`src/rtl/rr_pkt_arb_pkg.sv`:
```
// ============================================================================
// Module   : noc_arb_pkg
// Purpose  : Shared types and helpers for the round-robin packet arbiter.
// Revision : 1.0  initial release
// ============================================================================
`default_nettype none

package noc_arb_pkg;

    typedef enum logic {
        ARB_IDLE = 1'b0,
        ARB_LOCK = 1'b1
    } arb_state_e;

    // All-ones code of width w, used as the "no grant" index
    function automatic logic [15:0] idle_idx(input int w);
        logic [15:0] r;
        r = '0;
        for (int i = 0; i < 16; i++) begin
            if (i < w) r[i] = 1'b1;
        end
        return r;
    endfunction

endpackage

`default_nettype wire

```
`src/rtl/rr_pkt_arb_pick.sv`:
```
// ============================================================================
// Module   : rr_pick
// Purpose  : Combinational round-robin pick: rotate by ptr, priority-encode,
//            rotate the result back to an absolute channel index.
// Revision : 1.0  initial release
// ============================================================================
`default_nettype none

module rr_pick
    import noc_arb_pkg::*;
#(
    parameter int N  = 5,
    parameter int IW = 3
) (
    input  logic [N-1:0]  req,
    input  logic [IW-1:0] ptr,
    output logic [N-1:0]  gnt,
    output logic [IW-1:0] idx,
    output logic          any
);

    logic [2*N-1:0] w_dbl;
    logic [2*N-1:0] w_shift;
    logic [N-1:0]   w_rot;
    logic [IW-1:0]  w_enc;
    logic [IW:0]    w_sum;

    assign w_dbl   = {req, req};
    assign w_shift = w_dbl >> ptr;
    assign w_rot   = w_shift[N-1:0];
    assign any     = |req;

    always_comb begin
        w_enc = '0;
        // Descending scan so the lowest rotated position wins
        for (int k = N - 1; k >= 0; k--) begin
            if (w_rot[k]) w_enc = IW'(k);
        end
        w_sum = {1'b0, w_enc} + {1'b0, ptr};
        if (w_sum >= (IW + 1)'(N)) w_sum = w_sum - (IW + 1)'(N);
        idx = any ? w_sum[IW-1:0] : IW'(idle_idx(IW));
        gnt = any ? (N'(1) << w_sum) : '0;
    end

endmodule

`default_nettype wire

```
`src/rtl/rr_pkt_arb.sv`:
```
// ============================================================================
// Module   : rr_pkt_arb
// Purpose  : Round-robin packet arbiter for one NoC output port; holds each
//            grant for PKT_FLITS beats. Define RR_PKT_ARB_LOCK_TIMEOUT_EN for
//            the idle-lock timeout (adds LOCK_TMO and timeout_o).
// Revision : 1.0  initial release
// ============================================================================
`default_nettype none

module rr_pkt_arb
    import noc_arb_pkg::*;
#(
    parameter int N_PORTS   = 5,
    parameter int PKT_FLITS = 5,
`ifdef RR_PKT_ARB_LOCK_TIMEOUT_EN
    parameter int LOCK_TMO  = 64,
`endif
    localparam int IDX_W    = $clog2(N_PORTS + 1)
) (
    input  logic               clk,
    input  logic               rst,
    input  logic [N_PORTS-1:0] req_i,
    input  logic [N_PORTS-1:0] mask_i,
    input  logic               valid_i,
    output logic [N_PORTS-1:0] grant_o,
    output logic [IDX_W-1:0]   grant_idx_o,
    output logic               busy_o,
    output logic               pkt_done_o
`ifdef RR_PKT_ARB_LOCK_TIMEOUT_EN
    ,
    output logic               timeout_o
`endif
);

    localparam int                c_cnt_w     = $clog2(PKT_FLITS + 1);
    localparam logic [c_cnt_w-1:0] c_last_flit = c_cnt_w'(PKT_FLITS - 1);
    localparam logic [IDX_W-1:0]   c_idle_idx  = IDX_W'(idle_idx(IDX_W));

    arb_state_e          r_state;
    logic [c_cnt_w-1:0]  r_flit_cnt;
    logic [IDX_W-1:0]    r_rr_ptr;

    logic [N_PORTS-1:0]  w_elig;
    logic [IDX_W-1:0]    w_next_ptr;
    logic [IDX_W-1:0]    w_pick_ptr;
    logic [N_PORTS-1:0]  w_pick_gnt;
    logic [IDX_W-1:0]    w_pick_idx;
    logic                w_pick_any;
    logic                w_last;
    logic                w_tmo_fire;

    assign w_elig     = req_i & ~mask_i;
    assign w_next_ptr = (grant_idx_o == IDX_W'(N_PORTS - 1)) ? '0 : grant_idx_o + 1'b1;
    // While locked the picker already looks from winner+1, giving zero-bubble handover
    assign w_pick_ptr = (r_state == ARB_LOCK) ? w_next_ptr : r_rr_ptr;
    assign w_last     = valid_i && (r_flit_cnt == c_last_flit);

`ifdef RR_PKT_ARB_LOCK_TIMEOUT_EN
    localparam int                c_tmo_w    = $clog2(LOCK_TMO);
    localparam logic [c_tmo_w-1:0] c_tmo_last = c_tmo_w'(LOCK_TMO - 1);
    logic [c_tmo_w-1:0] r_tmo_cnt;
    assign w_tmo_fire = !valid_i && (r_tmo_cnt == c_tmo_last);
`else
    assign w_tmo_fire = 1'b0;
`endif

    rr_pick #(
        .N  (N_PORTS),
        .IW (IDX_W)
    ) u_pick (
        .req (w_elig),
        .ptr (w_pick_ptr),
        .gnt (w_pick_gnt),
        .idx (w_pick_idx),
        .any (w_pick_any)
    );

    always_ff @(posedge clk or posedge rst) begin
        if (rst) begin
            r_state     <= ARB_IDLE;
            r_flit_cnt  <= '0;
            r_rr_ptr    <= '0;
            grant_o     <= '0;
            grant_idx_o <= c_idle_idx;
            busy_o      <= 1'b0;
            pkt_done_o  <= 1'b0;
`ifdef RR_PKT_ARB_LOCK_TIMEOUT_EN
            timeout_o   <= 1'b0;
            r_tmo_cnt   <= '0;
`endif
        end else begin
            pkt_done_o <= 1'b0;
`ifdef RR_PKT_ARB_LOCK_TIMEOUT_EN
            timeout_o  <= 1'b0;
`endif
            case (r_state)
                ARB_IDLE: begin
                    if (w_pick_any) begin
                        r_state     <= ARB_LOCK;
                        grant_o     <= w_pick_gnt;
                        grant_idx_o <= w_pick_idx;
                        busy_o      <= 1'b1;
                        r_flit_cnt  <= '0;
`ifdef RR_PKT_ARB_LOCK_TIMEOUT_EN
                        r_tmo_cnt   <= '0;
`endif
                    end
                end
                ARB_LOCK: begin
                    if (w_last || w_tmo_fire) begin
                        r_rr_ptr   <= w_next_ptr;
                        pkt_done_o <= w_last;
                        r_flit_cnt <= '0;
`ifdef RR_PKT_ARB_LOCK_TIMEOUT_EN
                        timeout_o  <= w_tmo_fire;
                        r_tmo_cnt  <= '0;
`endif
                        if (w_pick_any) begin
                            grant_o     <= w_pick_gnt;
                            grant_idx_o <= w_pick_idx;
                        end else begin
                            r_state     <= ARB_IDLE;
                            grant_o     <= '0;
                            grant_idx_o <= c_idle_idx;
                            busy_o      <= 1'b0;
                        end
                    end else begin
                        if (valid_i) r_flit_cnt <= r_flit_cnt + 1'b1;
`ifdef RR_PKT_ARB_LOCK_TIMEOUT_EN
                        r_tmo_cnt <= valid_i ? '0 : r_tmo_cnt + 1'b1;
`endif
                    end
                end
                default: r_state <= ARB_IDLE;
            endcase
        end
    end

endmodule

`default_nettype wire

```
`config.mk`:
```
export PLATFORM = sky130hd
export DESIGN_NAME = rr_pkt_arb
export DESIGN_NICKNAME = d
export VERILOG_FILES = /design/src/rtl/rr_pkt_arb_pkg.sv /design/src/rtl/rr_pkt_arb_pick.sv /design/src/rtl/rr_pkt_arb.sv
export SDC_FILE = /design/constraint.sdc
export NUM_CORES = 1
export LEC_CHECK = 0
export ABC_AREA = 1
export BUFFER_PORTS_ARGS = -buffer_cell sky130_fd_sc_hd__buf_2
export CAP_MARGIN = 20
export CORE_MARGIN = 3
export CORE_UTILIZATION = 25
export CTS_CLUSTER_SIZE = 12
export DETAILED_ROUTE_END_ITERATION = 10
export PLACE_DENSITY = 0.42
export SETUP_SLACK_MARGIN = 0.05
export SLEW_MARGIN = 20
export SYNTH_ARGS = -nofsm -noshare
export SYNTH_HDL_FRONTEND = slang
export SYNTH_SLANG_ARGS = --single-unit
```
`constraint.sdc`:
```
create_clock -name clk -period 4.15 [get_ports clk]
set_input_delay 0.83 -clock clk [delete_from_list [all_inputs] [get_ports clk]]
set_output_delay 0.83 -clock clk [all_outputs]
set_load 0.03 [all_outputs]
```
==> results.sh <==
export IMPL_period_minus_slack_ps=3780
export IMPL_syn2layout_area_growth_pct=20.7
export IMPL_track_usage_pct=10.2
export IMPL_slew_violations=0
export IMPL_slew_headroom_pct=48.9
export IMPL_min_path_cells=2
export IMPL_dp_final_hpwl_um=2690
export IMPL_grt_max_degree=18
export IMPL_hp_class="reg -> reg"
export IMPL_ys_seq_area_share_pct=29.0
export IMPL_die_area_mm2=0.00687
export IMPL_fin_nets=262
export IMPL_worst_slack_ps=375
export IMPL_gp_congestion=0.804
export IMPL_clockBufferDepth=2
export IMPL_critPathKind="reg -> reg"
export IMPL_drt_drc_violations_left=0
export IMPL_wl_per_cell_um=10.8
export IMPL_ys_types=31
export IMPL_syn_area_per_cell_um2=7.04
export IMPL_setup_tns_final_ps=0
export IMPL_portBuffers=22
export IMPL_max_cap_violations=0
export IMPL_min_from="busy_o"
export IMPL_fin_worst_skew_ps=2.70
export IMPL_hold_violations=0
export IMPL_min_period_over_period_pct=91.0
export IMPL_cts_tree="yes"
export IMPL_outcome="finished, final reports clean"
export IMPL_pre_cts_ws_ps=319
export IMPL_grt_overflow_total=0
export IMPL_critPathMaxFanout=6
export IMPL_fillers=647
export IMPL_clk_pin_slew_ps=70
export IMPL_root_buffer="clkbuf_8"
export IMPL_h_tree_depth=1
export IMPL_ys_ff_latch=17
export IMPL_syn_cell_area_mm2=0.00148
export IMPL_endpoint_kind="flip-flop"
export IMPL_grt_pass1_vias=1281
export IMPL_drtIter0Drc=76
export IMPL_setup_viol=0
export IMPL_r2r_cells=26
export IMPL_yosysWarnings=0
export IMPL_reg2reg_from="grant_idx_o[0]"
export IMPL_cp_start_kind="flip-flop"
export IMPL_start_util_pct=26.4
export IMPL_grt_pass1_wl_um=5820
export IMPL_cts_sinks=17
export IMPL_rsz0062_at_grt="no"
export IMPL_drive_above_1_share_pct=27.6
export IMPL_syn_inst=210
export IMPL_layout_common_cells="57 x nand2_1, 30 x inv_1, 27 x nand3_1"
export IMPL_cts_hold_buf=0
export IMPL_num_io_pins=23
export IMPL_max_freq_ghz=0.265
export IMPL_antennaDiodeCount=0
export IMPL_cts_buffers_inserted=3
export IMPL_tightest_slew_ps=764
export IMPL_final_common_cell="nand2_1"
export IMPL_rows=27
export IMPL_grt_antenna_before_repair=0
export IMPL_cp_required_ps=4340
export IMPL_syn_num_nets=232
export IMPL_first_pass_iters=4
export IMPL_die_x_um=82.9
export IMPL_chipHeight_um=82.9
export IMPL_clk_latency_ps=250
export IMPL_vias=1355
export IMPL_crit_start="grant_idx_o[0]"
export IMPL_routed_wl_um=3360
export IMPL_core_area_mm2=0.00561
export IMPL_cp_arrival_ps=3970
export IMPL_ant_nets=0
export IMPL_via_per_inst=4.36
==> cells in the mapped netlist <==
cell	count	share of area [%]
nand2_1	57	14
inv_1	31	7.9
nand3_1	28	9.5
nor2_1	18	4.6
dfrtp_1	14	24
nand2_2	9	3.8
ha_1	8	6.8
o21ai_0	5	1.7
inv_2	4	1.0
a21oi_1	3	1.0
dfstp_2	3	5.3
nand3_2	3	2.0
o211ai_1	3	1.5
and2_1	2	0.85
inv_4	2	0.85
nand2_8	2	2.7
o21ai_1	2	0.68
o21ai_2	2	1.2
o21ai_4	2	2.2
and3_1	1	0.42
buf_6	1	0.76
clkbuf_1	1	0.25
fa_1	1	1.4
nand2_4	1	0.76
nand3_4	1	1.2
nand4_1	1	0.42
nand4_2	1	0.85
nor2_2	1	0.42
nor3_1	1	0.34
or2_2	1	0.42
xor2_2	1	1.1
==> cell families after synthesis <==
| family | Yosys count | share of synthesized area [%] |
|---|---|---|
| simple gates | 127 | 42.7 |
| flops | 17 | 29.0 |
| xor+xnor | 1 | 1.10 |
| compound gates | 17 | 8.29 |
| buf+inv | 39 | 10.7 |
| fa+ha+maj | 9 | 8.12 |
==> critical path: stages (launching register included) <==
cell,delay [ps]
dfstp_2,550
inv_1,90
ha_1,210
nand2_2,110
nand3_2,120
o21ai_4,270
inv_2,100
nand3_1,120
nand2_1,60
nand2_1,70
nand2_2,70
nand3_2,90
inv_1,60
fa_1,590
inv_2,70
ha_1,170
inv_1,80
nor2_1,40
nor2_1,90
inv_1,80
nand3_4,150
nand2_1,70
nand2_1,70
nand2_2,90
nor2_4,130
nand3_1,80
nand2_1,70
==> per-layer routing <==
layer	part of all wire, %	track usage, %	wire length [µm]	up-vias
met2	48	17.2	1630	25
met1	46	12.9	1530	608
met5	0	0	0	-
met4	1.3	4.16	45	0
met3	4.6	1.59	154	4
li1	-	-	-	718
==> layout make-up <==
type / instances / area, µm² / area share [%]
multi-input cells: 154 / 930 / 52.1
flip-flops and latches: 17 / 429 / 24.0
repair buffers: 27 / 148 / 8.27
inverters: 37 / 144 / 8.06
well taps: 72 / 90.1 / 5.05
clock buffers: 4 / 45.0 / 2.52
==> per-stage QoR <==
step	area [µm²]	util (%)	cells	hold WS, ps
floorplan	1480	-	210	453
global placement	1660	29.7	302	463
detailed placement	1660	29.7	302	458
CTS	1710	30.5	306	475
global route	1790	31.8	311	497
finish	1790	31.8	311	470
==> worst paths after layout <==
check / end / slack (ps)
setup / recovery: grant_o[1] / 370
hold / removal: busy_o / 470
setup reg to reg: grant_o[1] / 370
hold reg to reg: busy_o / 470
max in group asynchronous: busy_o / 3060
min in group asynchronous: r_rr_ptr[2] / 670
==> what timing repair did <==
item | CTS | global route
setup buffers | 0 | 5
endpoints found under the hold margin | 0 | 0
endpoints found under the setup margin | 0 | 5
resized for setup | 0 | 7
==> sequential cells by signal (all words and copies together) (netlist names) <==
name / cells
r_flit_cnt: 3
grant_o: 5
r_state: 1
r_rr_ptr: 3
pkt_done_o: 1
grant_idx_o: 3
busy_o: 1
Power is not shown: default switching activity piles up to over one toggle a cycle in this logic, so the estimate is an artifact.
